## src/rtl/uart_tx_fifo.sv

```systemverilog
// uart_tx_fifo: UART transmitter fed by a small word FIFO.
//   Frames are start bit, DATA_BITS data bits (LSB first), an optional parity bit,
//   then STOP_BITS stop bits. Each bit lasts CLK_FREQ/UART_BAUD clocks. When the
//   FIFO still holds data, a new frame starts straight after the last stop clock.
// Ports:
//   CLK        system clock
//   RST        synchronous active-high reset; aborts any frame and empties the FIFO
//   TX_DV      write strobe; a word is accepted when TX_DV && TX_READY
//   TX_BYTE    data word to queue
//   TX_READY   FIFO not full
//   TX_DATA    registered serial line, idles high
//   BUSY       transmitter not idle
//   DONE       one-clock pulse on the last clock of each frame's final stop bit
//   FIFO_COUNT number of occupied FIFO entries
module uart_tx_fifo #(
  parameter int CLK_FREQ   = 12_000_000,
  parameter int UART_BAUD  = 9600,
  parameter int DATA_BITS  = 8,
  parameter int PARITY     = 0,
  parameter int STOP_BITS  = 1,
  parameter int FIFO_DEPTH = 4
) (
  input  logic                          CLK,
  input  logic                          RST,
  input  logic                          TX_DV,
  input  logic [DATA_BITS-1:0]          TX_BYTE,
  output logic                          TX_READY,
  output logic                          TX_DATA,
  output logic                          BUSY,
  output logic                          DONE,
  output logic [$clog2(FIFO_DEPTH):0]   FIFO_COUNT
);

  localparam int CPB       = CLK_FREQ / UART_BAUD;
  localparam int STOP_CLKS = STOP_BITS * CPB;
  // One clock counter serves every state; the stop period is the longest one.
  localparam int CW        = $clog2(STOP_CLKS);
  localparam int BW        = $clog2(DATA_BITS);
  localparam int AW        = $clog2(FIFO_DEPTH);
  localparam int NW        = AW + 1;

  localparam logic [CW-1:0] BIT_LAST  = CW'(CPB - 1);
  localparam logic [CW-1:0] STOP_LAST = CW'(STOP_CLKS - 1);
  localparam logic [BW-1:0] DATA_LAST = BW'(DATA_BITS - 1);
  localparam logic [NW-1:0] DEPTH_N   = NW'(FIFO_DEPTH);
  localparam logic          ODD       = (PARITY == 1);

  typedef enum logic [2:0] {S_IDLE, S_START, S_DATA, S_PARITY, S_STOP} state_e;

  // ---------------- FIFO ----------------
  logic [DATA_BITS-1:0] mem_q [FIFO_DEPTH];
  logic [AW-1:0]        wr_ptr_q, rd_ptr_q;
  logic [NW-1:0]        count_q, count_d;
  logic                 push, pop, empty;
  logic [DATA_BITS-1:0] head;

  assign empty    = (count_q == '0);
  // Ready comes from the registered count only, so a write while full is
  // dropped even if the FSM pops on the same edge.
  assign TX_READY = (count_q != DEPTH_N);
  assign push     = TX_DV && TX_READY;
  assign head     = mem_q[rd_ptr_q];

  always_comb begin
    count_d = count_q;
    if (push && !pop)      count_d = count_q + NW'(1);
    else if (!push && pop) count_d = count_q - NW'(1);
  end

  always_ff @(posedge CLK) begin
    if (push) mem_q[wr_ptr_q] <= TX_BYTE;
  end

  always_ff @(posedge CLK) begin
    if (RST) begin
      wr_ptr_q <= '0;
      rd_ptr_q <= '0;
      count_q  <= '0;
    end else begin
      if (push) wr_ptr_q <= wr_ptr_q + AW'(1);
      if (pop)  rd_ptr_q <= rd_ptr_q + AW'(1);
      count_q <= count_d;
    end
  end

  // ---------------- transmitter FSM ----------------
  state_e               state_q, state_d;
  logic [CW-1:0]        clk_cnt_q, clk_cnt_d;
  logic [BW-1:0]        bit_cnt_q, bit_cnt_d;
  logic [DATA_BITS-1:0] shift_q, shift_d;
  logic                 par_q, par_d;
  logic                 tx_q, tx_d;

  always_ff @(posedge CLK) begin
    if (RST) begin
      state_q   <= S_IDLE;
      clk_cnt_q <= '0;
      bit_cnt_q <= '0;
      shift_q   <= '0;
      par_q     <= 1'b0;
      tx_q      <= 1'b1;
    end else begin
      state_q   <= state_d;
      clk_cnt_q <= clk_cnt_d;
      bit_cnt_q <= bit_cnt_d;
      shift_q   <= shift_d;
      par_q     <= par_d;
      tx_q      <= tx_d;
    end
  end

  always_comb begin
    state_d   = state_q;
    clk_cnt_d = clk_cnt_q + CW'(1);
    bit_cnt_d = bit_cnt_q;
    shift_d   = shift_q;
    par_d     = par_q;
    pop       = 1'b0;
    case (state_q)
      S_IDLE: begin
        clk_cnt_d = '0;
        if (!empty) begin
          pop     = 1'b1;
          shift_d = head;
          par_d   = (^head) ^ ODD;
          state_d = S_START;
        end
      end
      S_START: begin
        if (clk_cnt_q == BIT_LAST) begin
          clk_cnt_d = '0;
          bit_cnt_d = '0;
          state_d   = S_DATA;
        end
      end
      S_DATA: begin
        if (clk_cnt_q == BIT_LAST) begin
          clk_cnt_d = '0;
          shift_d   = shift_q >> 1;
          if (bit_cnt_q == DATA_LAST) state_d = (PARITY != 0) ? S_PARITY : S_STOP;
          else                        bit_cnt_d = bit_cnt_q + BW'(1);
        end
      end
      S_PARITY: begin
        if (clk_cnt_q == BIT_LAST) begin
          clk_cnt_d = '0;
          state_d   = S_STOP;
        end
      end
      S_STOP: begin
        if (clk_cnt_q == STOP_LAST) begin
          clk_cnt_d = '0;
          // Chain straight into the next frame to avoid an idle gap.
          if (!empty) begin
            pop     = 1'b1;
            shift_d = head;
            par_d   = (^head) ^ ODD;
            state_d = S_START;
          end else begin
            state_d = S_IDLE;
          end
        end
      end
      default: state_d = S_IDLE;
    endcase

    // Line level follows the next state so TX_DATA changes on the same edge
    // as the state register.
    case (state_d)
      S_START:  tx_d = 1'b0;
      S_DATA:   tx_d = shift_d[0];
      S_PARITY: tx_d = par_d;
      default:  tx_d = 1'b1;
    endcase
  end

  assign TX_DATA    = tx_q;
  assign BUSY       = (state_q != S_IDLE);
  assign DONE       = (state_q == S_STOP) && (clk_cnt_q == STOP_LAST);
  assign FIFO_COUNT = count_q;

endmodule

```

## config.mk

```make
export PLATFORM = sky130hd
export DESIGN_NAME = uart_tx_fifo
export DESIGN_NICKNAME = d
export VERILOG_FILES = /design/src/rtl/uart_tx_fifo.sv
export SDC_FILE = /design/constraint.sdc
export NUM_CORES = 1
export LEC_CHECK = 0
export CAP_MARGIN = 20
export CORE_AREA = 2 2 85 87
export DETAILED_ROUTE_END_ITERATION = 8
export DIE_AREA = 0 0 87 89
export GPL_TIMING_DRIVEN = 1
export MAX_ROUTING_LAYER = met4
export PLACE_DENSITY = 0.66
export RECOVER_POWER = 25
export SYNTH_ARGS = -nofsm -noshare
export SYNTH_HDL_FRONTEND = slang
export SYNTH_SLANG_ARGS = --single-unit
```

## constraint.sdc

```tcl
create_clock -name CLK -period 3.24 [get_ports CLK]
set_input_delay 0.648 -clock CLK [delete_from_list [all_inputs] [get_ports CLK]]
set_output_delay 0.648 -clock CLK [all_outputs]
set_load 0.02 [all_outputs]
```

==> results.txt <==
Status - complete, no violations
Clock Latency Late Sink - 0.35 ns
CP required - 2.59 ns
Grt ovf - 0
Starting Density - 0.457
Detail Route Antenna Nets - 0
Most used DFF post-synth - dfxtp_1
Fin. max-slew vios - 0
Total power - 2.71 mW
Crit-path max FO - 6
Lkg Pwr - 1.26 nW
Layout cells sized above 1 - 0.123
Clk slew on worst S/H paths - 0.08 ns
Worst-Margin Slew - 0.598 ns
DRT Wirelength - 5410 um
Initial antenna violation count - 0
Post_cts resized - 0
Crit-path slowest cell - clkdlybuf4s50_1
Rows - 30
Cts hold-fix bufs - 0
Longest Clk Path Bufs - 2
P&R area growth vs syn - 14.7%
Setup CP Type - reg2out
CP dominant cell by count - and3_1
Final Skew - 0.00531 ns
Max-Cap Viols - 0
Synth Cell Area - 3070 um^2
Routability cong. - 0.774
Vias/cell - 5.54
WL/cell - 15.1 um
Pre-Repair DR Iteration Count - 4
Die area - 7740 um^2
Slew headroom - 0.601
Vias in the first global route - 1918
Min cycle time layout - 2.95 ns
First DRT Iteration DRCs - 93
Sequential area share after synthesis - 0.547
GRT Total Usage - 0.160
Largest net degree at the start of global routing - 20
Yosys cell types - 50
Critical path launch point type - flop
Post-synth ARST share - 0
Clk root buf - clkbuf_8
Final Hold Vio Count - 0
Port buffer count - 17
RSZ-0062 raised after global routing - false
Final nets - 293
Net count after synthesis - 274
CP Data Arrival Time - 2.30 ns
Syn avg cell area - 12.1 um^2
Synthesized instance count - 253
Drt drc - 0
Setup repair bufs after CTS - 0
Antenna cells - 0
Detailed Place HPWL - 3680 um
Hold WC Path Type - reg2reg
Fmax achieved - 0.339 GHz
TritonCTS clock tree - done
I/O pin total - 18
Setup crit end kind - output port
Sequence of cells on the critical path - ha_1, and4bb_1, and3_1, and3_1, clkdlybuf4s50_1
Syn. warnings - 0
Final Cycle Share - 0.910
Final Setup Violations - 0
First-pass GRT wire length - 9130 um
PD cells - 770 nW/um^2
Die height - 89 um
Core area - 6720 um^2
DIE WIDTH - 87 um
Post-synth EDFFs - 32
Via count - 1978
H-tree Lvls - 3
Clock tree sinks - 68
Max VDD drop - 0.399 mV
Largest stage delay, worst path - 0.60 ns
Register bit total from synthesis - 68
CTS Buf Count - 9
Setup Total Neg Slack - 0 ns
layout make-up:
| class | instances | area (um^2) |
|---|---|---|
| Clock buffer | 9 | 124 |
| Clock inverter | 7 | 82.6 |
| Fill cell | 593 | 3200 |
| Inverter | 7 | 26.3 |
| Multi-Input combinational cell | 165 | 1310 |
| Sequential cell | 68 | 1680 |
| Tap cell | 80 | 100 |
| Timing Repair Buffer | 21 | 200 |
cell usage in the layout, fill, tap and decap left out, drive strengths merged, types with 2 or more instances in the layout:
cell,Yosys,final
and2,2,2
nor3,5,5
nand4,3,3
xor2,8,8
nor2,26,26
clkbuf,9,9
or3,2,2
dfxtp,36,36
a21oi,14,14
inv,7,10
o21ai,8,8
nand3,7,7
mux4,8,8
a2bb2oi,7,7
dlygate4sd3,0,7
clkdlybuf4s50,0,10
nor2b,2,2
clkinv,0,3
buf,4,4
ha,9,9
nand2,11,11
mux2i,9,9
xnor2,13,13
and4,2,2
edfxtp,32,32
and3,8,8
stage by stage:
stage | util | area (um^2) | hold slack [ns] | setup slack [ns] | std cells
after floorplan | - | 3070 | 0.436 | 0.802 | 253
after detailed placement | 0.494 | 3320 | 0.459 | 0.569 | 341
after global routing | 0.524 | 3520 | 0.491 | 0.122 | 357
after global placement | 0.494 | 3320 | 0.444 | 0.621 | 341
after CTS | 0.524 | 3520 | 0.470 | 0.269 | 357
final | 0.524 | 3520 | 0.467 | 0.293 | 357
logic make-up (layout without fill, tap and decap cells):
family                   after synthesis  after routing  synth area share
flip-flops                            68             68             0.547
AO/OA/AOI/OAI                         42             42            0.0941
multiplexers                          18             18            0.0941
buffers and inverters                 20             44            0.0285
AND/OR/NAND/NOR                       73             73             0.129
adder cells (fa/ha/maj)               11             11            0.0468
XOR/XNOR                              21             21            0.0599
routing by layer:
metal / global-route usage / share of wire / vias to the layer above / wire length [um]
li1: - / - / 973 / -
met1: 0.202 / 0.47 / 946 / 2520
met2: 0.244 / 0.47 / 53 / 2560
met3: 0.0471 / 0.045 / 6 / 241
met4: 0.0597 / 0.015 / 0 / 82
met5: - / 0 / - / 0
report_power, final:
group	internal [mW]	switching [mW]	leakage, nW
Clock	0.367	0.363	0.105
Combinational	0.436	0.397	0.572
Sequential	1.03	0.119	0.587
state kept, by name (all words and copies together), names as in the netlist, named ones only:
| register | flops |
|---|---|
| mem_q | 32 |
| par_q | 1 |
| bit_cnt_q | 3 |
| wr_ptr_q | 2 |
| shift_q | 8 |
| rd_ptr_q | 2 |
| state_q | 3 |
| FIFO_COUNT | 3 |
| TX_DATA | 1 |
| clk_cnt_q | 11 |
critical path, delay by kind of cell, from the launching register on:
kind / cells / cell delay [ns]
buffers and inverters: 1 / 0.60
DFF: 1 / 0.40
and+or+nand+nor: 3 / 0.80
adders and majority gates: 1 / 0.16
worst paths after layout:
| path | startpoint | to | slack (ns) | cells past startpoint |
|---|---|---|---|---|
| min reg2reg | bit_cnt_q[1] | bit_cnt_q[1] | 0.47 | 2 |
| max reg2reg | clk_cnt_q[1] | FIFO_COUNT[2] | 0.62 | 11 |
| min | bit_cnt_q[1] | bit_cnt_q[1] | 0.47 | 2 |
| max | clk_cnt_q[0] | DONE | 0.29 | 5 |
Yosys cell counts, drive strengths merged (2+ instances only):
| cell type | number | share of area |
|---|---|---|
| dfxtp | 36 | 0.23 |
| edfxtp | 32 | 0.31 |
| nor2 | 26 | 0.032 |
| a21oi | 14 | 0.023 |
| xnor2 | 13 | 0.037 |
| nand2 | 11 | 0.013 |
| clkbuf | 9 | 0.011 |
| ha | 9 | 0.037 |
| mux2i | 9 | 0.029 |
| and3 | 8 | 0.016 |
| mux4 | 8 | 0.061 |
| o21ai | 8 | 0.013 |
| xor2 | 8 | 0.023 |
| a2bb2oi | 7 | 0.020 |
| inv | 7 | 0.0086 |
| nand3 | 7 | 0.015 |
| nor3 | 5 | 0.0098 |
| buf | 4 | 0.0085 |
| nand4 | 3 | 0.0061 |
| and2 | 2 | 0.0041 |
| and4 | 2 | 0.0057 |
| nor2b | 2 | 0.0041 |
| or3 | 2 | 0.0041 |
Note: power is estimated with default switching activity, not from simulation.
